File: config.mk
export PLATFORM = sky130hd
export DESIGN_NAME = irq_pending_ctrl_flat
export DESIGN_NICKNAME = d
export VERILOG_FILES = /design/src/rtl/irq_pending_ctrl_pkg.sv /design/src/rtl/irq_pending_ctrl_if.sv /design/src/rtl/irq_prio_enc8.sv /design/src/rtl/irq_pending_ctrl.sv /design/src/flat_wrapper.sv
export SDC_FILE = /design/constraint.sdc
export NUM_CORES = 1
export LEC_CHECK = 0
export ABC_AREA = 1
export BUFFER_PORTS_ARGS = -buffer_cell sky130_fd_sc_hd__buf_4
export CORE_ASPECT_RATIO = 0.6
export CORE_MARGIN = 10
export CORE_UTILIZATION = 46
export DETAILED_ROUTE_END_ITERATION = 8
export PLACE_DENSITY = 0.74
export SLEW_MARGIN = 20
export SYNTH_ARGS = -nofsm -noshare
export SYNTH_HDL_FRONTEND = slang
export SYNTH_SLANG_ARGS = --single-unit
File: constraint.sdc
create_clock -name clk -period 1.05 [get_ports clk]
set_input_delay 0.0525 -clock clk [delete_from_list [all_inputs] [get_ports clk]]
set_output_delay 0.0525 -clock clk [all_outputs]
set_load 0.02 [all_outputs]
File: src/rtl/irq_pending_ctrl_pkg.sv
// irq_pending_ctrl shared definitions.
// Widths, FSM encodings and helpers.
package irq_pending_ctrl_pkg;

    localparam int NUM_IRQ = 8;
    localparam int ID_W    = 3;

    localparam logic [0:0] ST_IDLE    = 1'b0;
    localparam logic [0:0] ST_PRESENT = 1'b1;

    typedef logic [NUM_IRQ-1:0] irq_vec_t;
    typedef logic [ID_W-1:0]    irq_id_t;

    function automatic irq_vec_t id_onehot(input irq_id_t id);
        irq_vec_t v;
        v = '0;
        v[id] = 1'b1;
        return v;
    endfunction

endpackage

File: src/rtl/irq_pending_ctrl_if.sv
// Presentation handshake between the
// pending controller and its consumer.
interface irq_pending_ctrl_if;
    import irq_pending_ctrl_pkg::*;

    logic    irq_valid;
    irq_id_t irq_id;
    logic    ack;

    modport master (
        output irq_valid,
        output irq_id,
        input  ack
    );

    modport slave (
        input  irq_valid,
        input  irq_id,
        output ack
    );

endinterface

File: src/rtl/irq_prio_enc8.sv
// Combinational 8-to-3 highest-bit
// encoder; bit 7 has top priority.
module irq_prio_enc8
    import irq_pending_ctrl_pkg::*;
(
    input  irq_vec_t req,
    output irq_id_t  id,
    output logic     found
);

    // Ascending scan so the highest set bit is written last
    always_comb begin
        id    = '0;
        found = 1'b0;
        for (int i = 0; i < NUM_IRQ; i++) begin
            if (req[i]) begin
                id    = ID_W'(i);
                found = 1'b1;
            end
        end
    end

endmodule

File: src/rtl/irq_pending_ctrl.sv
// Interrupt pending/mask front end with
// a valid/ack presentation handshake.
module irq_pending_ctrl
    import irq_pending_ctrl_pkg::*;
#(
    parameter bit SYNC_EN = 1'b1
) (
    input  logic                      clk,
    input  logic                      rst_n,
    input  irq_vec_t                  irq,
    input  irq_vec_t                  mask,
    input  logic                      clr_all,
    output irq_vec_t                  pending,
    output irq_vec_t                  lost,
    irq_pending_ctrl_if.master        bus
);

    irq_vec_t   irq_s;
    irq_vec_t   irq_d;
    irq_vec_t   irq_edge;
    irq_vec_t   ack_clr;
    irq_vec_t   cand;
    irq_vec_t   pend_q;
    irq_vec_t   lost_q;
    logic [0:0] state;
    irq_id_t    id_q;
    irq_id_t    win_id;
    logic       win_found;
    logic       ack_hit;

    generate
        if (SYNC_EN) begin : g_sync
            irq_vec_t s1;
            irq_vec_t s2;
            // Two-flop synchronizer per request line
            always_ff @(posedge clk or negedge rst_n) begin
                if (!rst_n) begin
                    s1 <= '0;
                    s2 <= '0;
                end else begin
                    s1 <= irq;
                    s2 <= s1;
                end
            end
            assign irq_s = s2;
        end else begin : g_nosync
            assign irq_s = irq;
        end
    endgenerate

    // Delayed copy for rising-edge detection
    always_ff @(posedge clk or negedge rst_n) begin
        if (!rst_n) begin
            irq_d <= '0;
        end else begin
            irq_d <= irq_s;
        end
    end

    assign irq_edge = irq_s & ~irq_d;
    assign ack_hit  = (state == ST_PRESENT) && bus.ack;
    assign ack_clr  = ack_hit ? id_onehot(id_q) : '0;
    assign cand     = pend_q & mask;

    irq_prio_enc8 u_enc (
        .req   (cand),
        .id    (win_id),
        .found (win_found)
    );

    // Sticky pending/lost; new edge beats ack clear
    always_ff @(posedge clk or negedge rst_n) begin
        if (!rst_n) begin
            pend_q <= '0;
            lost_q <= '0;
        end else if (clr_all) begin
            pend_q <= '0;
            lost_q <= '0;
        end else begin
            pend_q <= (pend_q & ~ack_clr) | irq_edge;
            lost_q <= lost_q
                    | (irq_edge & pend_q & ~ack_clr);
        end
    end

    // Present/ack FSM; id frozen while presenting
    always_ff @(posedge clk or negedge rst_n) begin
        if (!rst_n) begin
            state <= ST_IDLE;
            id_q  <= '0;
        end else if (clr_all) begin
            state <= ST_IDLE;
        end else begin
            unique case (state)
                ST_IDLE: begin
                    if (win_found) begin
                        id_q  <= win_id;
                        state <= ST_PRESENT;
                    end
                end
                ST_PRESENT: begin
                    if (bus.ack) begin
                        state <= ST_IDLE;
                    end
                end
                default: state <= ST_IDLE;
            endcase
        end
    end

    assign bus.irq_valid = (state == ST_PRESENT);
    assign bus.irq_id    = id_q;
    assign pending       = pend_q;
    assign lost          = lost_q;

endmodule
File: src/flat_wrapper.sv
// flat-port wrapper written by rule: the top's interface ports become plain ports
module irq_pending_ctrl_flat import irq_pending_ctrl_pkg::*;
#(
    parameter bit SYNC_EN = 1'b1
)
  (clk, rst_n, irq, mask, clr_all, pending, lost, bus_irq_valid, bus_irq_id, bus_ack);
  irq_pending_ctrl_if bus_i ();
  input  logic clk;
  input  logic rst_n;
  input  irq_vec_t irq;
  input  irq_vec_t mask;
  input  logic clr_all;
  output irq_vec_t pending;
  output irq_vec_t lost;
  output wire logic [$bits(bus_i.irq_valid)-1:0] bus_irq_valid;
  output wire logic [$bits(bus_i.irq_id)-1:0] bus_irq_id;
  input wire logic [$bits(bus_i.ack)-1:0] bus_ack;
  assign bus_irq_valid = bus_i.irq_valid;
  assign bus_irq_id = bus_i.irq_id;
  assign bus_i.ack = bus_ack;
  irq_pending_ctrl #(.SYNC_EN(SYNC_EN)) u_core (.clk(clk), .rst_n(rst_n), .irq(irq), .mask(mask), .clr_all(clr_all), .pending(pending), .lost(lost), .bus(bus_i));
endmodule
== Word level (Yosys, flattened, before mapping) ==
Index checks and enable logic that the tools add are counted.
Word-level totals
  memories kept: 0
  logic and storage cells: 47
  RAM bits: 0
  memory bits (read-only): 0
  bits in latches: 0
  flip-flop bits (word level): 44
Cells by class
  bitwise operators: 11
  multiplexer cells: 24
  reductions and logical operators: 3
  divide/modulo/power cells: 0
  order comparisons: 2
  multipliers: 0
  shift operators: 0
  equality and inequality tests: 0
  $add $sub $neg: 0
Operators with widths (number)
  8-bit bitwise AND: 5
  8-bit two-way mux: 3
  3-bit two-way mux: 6
  8-bit NOT: 2
  8-bit bitwise OR: 2
  1-bit two-way mux: 13
  3-bit by 4-bit < comparator with 1-bit output (second input constant): 1
  1-bit demux with 3-bit select: 1
  3-bit by 1-bit >= comparator with 1-bit output (second input constant): 1
  3-bit AND reduction: 1
  1-bit logical AND: 2
  1-bit NOT: 2
  1-bit one-hot mux with 2 select lines: 1

== Longest topological paths before layout ==
  word-level depth: 12
  depth in mapped cells: 7

== Hierarchy ==
Synthesis repeated with hierarchy kept, for this count alone.
Unflattened totals
  cell total of the unflattened synthesis: 183
  area, all modules: 1666.6 µm²
Modules (own cells, without submodules)
  irq_pending_ctrl: area an instance 1589.0 µm², instances 1, cells an instance 163, sequential area each 1101.1 µm²
  irq_prio_enc8: area an instance 77.6 µm², instances 1, cells an instance 20, sequential area each 0.0 µm²

== Worst setup path after synthesis ==
OpenSTA, ideal clock, no wires.
  kind: register -> register
  start point: register u_core.state (netlist: u_core.bus.irq_valid)
  end point: register u_core.lost_q[6] (netlist: u_core.lost[6])
  arrival: 1.017 ns
  setup time: 0.132 ns
  stages on the path, launching flop included: 8
  period minus slack after synthesis: 1.148 ns
  path slack: -0.098 ns
  cell sequence: dfrtp_1 nand2_1 nor2_2 nand3_1 nand2_1 nor2_1 nor2_1 nor2_1
Between the ends
  word-level cells in the longest chain between the ends: 6
RTL lines
  from (decl): RTL line irq_pending_ctrl.sv:25  | logic [0:0] state;
  from (signal assigned): RTL line irq_pending_ctrl.sv:89  | state <= ST_IDLE;
  from (signal assigned): RTL line irq_pending_ctrl.sv:92  | state <= ST_IDLE;
  from (signal assigned): RTL line irq_pending_ctrl.sv:98  | state <= ST_PRESENT;
  1-bit logical AND: RTL line irq_pending_ctrl.sv:61  | assign ack_hit = (state == ST_PRESENT) && bus.ack;
  8-bit two-way mux: RTL line irq_pending_ctrl.sv:62  | assign ack_clr = ack_hit ? id_onehot(id_q) : '0;
  8-bit NOT: RTL line irq_pending_ctrl.sv:82  | | (irq_edge & pend_q & ~ack_clr);
  8-bit bitwise AND: RTL line irq_pending_ctrl.sv:82
  8-bit bitwise OR: RTL line irq_pending_ctrl.sv:82
  8-bit two-way mux: RTL line irq_pending_ctrl.sv:76  | end else if (clr_all) begin
  to (signal assigned): RTL line irq_pending_ctrl.sv:81  | lost_q <= lost_q
  to (decl): RTL line irq_pending_ctrl.sv:24  | irq_vec_t lost_q;
Every way passes these cells.
A chain may end at the register's enable or synchronous reset.

== Worst setup path after layout ==
  start point: register u_core.pend_q[5] (netlist: u_core.pending[5])
  end point: register u_core.state (netlist: u_core.bus.irq_valid)
Between the ends
  word-level cells in the longest chain between the ends: 7
RTL lines
  from (decl): RTL line irq_pending_ctrl.sv:23  | irq_vec_t pend_q;
  from (signal assigned): RTL line irq_pending_ctrl.sv:80  | pend_q <= (pend_q & ~ack_clr) | irq_edge;
  8-bit bitwise AND: RTL line irq_pending_ctrl.sv:63  | assign cand = pend_q & mask;
  1-bit two-way mux (3 in series): RTL line irq_prio_enc8.sv:16  | if (req[i]) begin
  1-bit two-way mux: RTL line irq_pending_ctrl.sv:96  | if (win_found) begin
  1-bit one-hot mux with 2 select lines: RTL line irq_pending_ctrl.sv:94  | unique case (state)
  1-bit two-way mux: RTL line irq_pending_ctrl.sv:91  | end else if (clr_all) begin
Every way passes these cells.

==> reports/qor.yml <==
routing:
  first_iter_violations: 69
  post_drt_wl_per_cell_um: 15.03
  drt_pass1_iterations: 4
  via_per_inst: 4.753
  postRouteAntennaNets: 0
  wirelength_mm: 4.074
  drc: 0
  vias: 1288
critical_path:
  cp_slowest_stage_delay_ps: 410
  crit_fanout: 3
  crit_family: "simple AND/OR/NAND/NOR gates"
  critPathCaptureType: "flip-flop"
  cp_common_cell: "nand2_2"
  critPathBufInv: 0
  path_cells: "nand2_2 -> nand2_2 -> nor2_4 -> nand2_4 -> o21ai_2 -> nor2_1"
  path_class: "reg -> reg"
  crit_arrival_ps: 1360
  crit_path_start_kind: "flip-flop"
  cp_slowest_cell: "dfrtp_2"
  required_ps: 1220
run_status:
  status: "finished, violations left"
  violations: "negative setup slack"
finish:
  fin_util_pct: 73.65
  area_delta_synth_final_pct: 53.83
  final_common_cell: "buf_4"
  drive_gt1_share_pct: 47.79
  mostFrequentLayoutCells: "buf_4 (52), dfrtp_1 (36), nand2_1 (23), nor2_1 (23), nand2_2 (12)"
  fin_nets: 245
  diodes: 0
sta:
  grt_setup_unrepaired: "yes"
  finalCriticalPeriod_ps: 1187
  max_slew_margin_pct: 64.80
  setup_violations: 15
  tightestPinTransition_ps: 528.0
  finalCritPeriodShare_pct: 113.0
  fin_worst_skew_ps: 6.301
  setup_ws_ps: -136.9
  hold_violations: 0
  max_freq_ghz: 0.8426
  slew_viol_final: 0
logic_synthesis:
  synth_fp_nets: 170
  ys_ff_latch: 44
  synthCells: 150
  avgSynthCellArea_um2: 10.35
  yosysSeqAreaShare_pct: 70.91
  syn-cell-area_mm2: 0.001553
  synth_cell_type_count: 14
  yosys_warnings: 0
clocking:
  cts.sinks: 44
  clk_latency_ps: 290
  cts_root_buf: "clkbuf_8"
  tritoncts: "done"
  cts-buffers-inserted: 5
  clk_pin_slew_worst_paths_ps: 80
  htree_levels: 2
  clockBufferDepth: 2
job:
  drv_cap: 0
die:
  core_mm2: 0.003243
  rows: 16
  die-area_mm2: 0.006176
  pin_count: 40
  die_y_um: 65.01
  start_util_pct: 47.88
  dieWidth_um: 95.01
global_routing:
  grt_pass1_wl_mm: 6.196
  antenna_found_initial: 0
  grt_max_degree: 45
  grt_pass1_vias: 1383
  gr-total-overflow: 0
  grt_use_total_pct: 12.71
placed_design:
  dp_hpwl_mm: 2.697
  numPortBuffers: 39
  gp_congestion: 0.8821
  place_ws_ps: -115.3
power:
  leakage_nw: 1.180
  power.density_mw_per_mm2: 1624
  vdd.ir_drop.worst_mv: 1.090
hold_path:
  hp-class: "in -> reg"
==> logic make-up after synthesis <==
kind of cell	count (synthesis)	synth area share, %
and+or+nand+nor	73	19.02
AOI/OAI and AO/OA	18	6.366
buffers and inverters	15	3.706
DFF	44	70.91
==> per-stage QoR <==
| step | area (µm²) | std cells | hold WS [ps] | total power, mW | setup TNS [ps] |
|---|---|---|---|---|---|
| floorplan | 1563 | 150 | -243.1 | 2.257 | -168.8 |
| global placement | 2016 | 247 | 63.46 | 2.622 | -228.5 |
| detailed placement | 2016 | 247 | 69.53 | 2.656 | -889.5 |
| CTS | 2260 | 266 | 84.76 | 3.725 | -470.8 |
| global route | 2389 | 271 | 119.0 | 4.048 | -1856 |
| finish | 2389 | 271 | 114.7 | 3.879 | -979.6 |
==> power by group <==
part,switching (mW),leakage (nW),internal [mW]
sequential,0.119,0.534,1.83
clock,0.511,0.0395,0.473
combinational,0.503,0.606,0.448
==> cell type report <==
cell class,count,area (µm²)
well taps,45,56.30
flip-flops and latches,44,1111
clock buffers,8,80.08
repair buffers,70,581.8
fillers,230,854.6
inverters,13,48.80
multi-input cells,91,510.5
==> worst min-delay path, delay by kind of cell <==
family	cells	cell delay, ps
compound gates	1	50
buf+inv	1	120
simple gates	2	150
==> what timing repair did <==
action,in CTS,in global routing
pin swaps,9,14
endpoints found under the setup margin,18,23
hold buffers,9,0
setup buffers,2,5
endpoints found under the hold margin,52,0
gates resized for setup,18,25
==> synth_stat cells (all sizes together) <==
cell	count	share of area, %
a31oi	1	0.40
dfrtp	44	71
nor2	30	7.7
buf	1	0.24
o21ai	5	1.6
nand2	38	9.7
a21oi	12	4.4
clkbuf	1	0.32
nand3	5	1.6
inv	13	3.1
==> routing by layer <==
metal / vias up / part of all wire (%) / GRT usage [%]
li1: 619 / - / -
met1: 613 / 40 / 14.18
met2: 50 / 51 / 22.61
met3: 6 / 7.1 / 4.483
met4: 0 / 1.4 / 3.346
met5: - / 0 / 0
==> sequential cells by signal, summed over array words and instances, names as in the netlist <==
signal                cells
u_core.bus.irq_id         3
u_core.bus.irq_valid      1
u_core.g_sync.s1          8
u_core.irq_d              8
u_core.lost               8
u_core.g_sync.s2          8
u_core.pending            8
==> final timing paths <==
kind	from	to	slack (ps)	depth (start not counted)
worst max-delay path	u_core.pending[5]	u_core.bus.irq_valid	-140	6
worst min-delay path	clr_all	u_core.bus.irq_id[2]	110	4
worst max register to register	u_core.pending[5]	u_core.bus.irq_valid	-140	6
worst min register to register	u_core.g_sync.s1[2]	u_core.g_sync.s2[2]	350	0
max in group asynchronous	rst_n	u_core.bus.irq_id[2]	370	2
min in group asynchronous	rst_n	u_core.g_sync.s1[4]	280	2
Power figures use the tool's default switching activity.
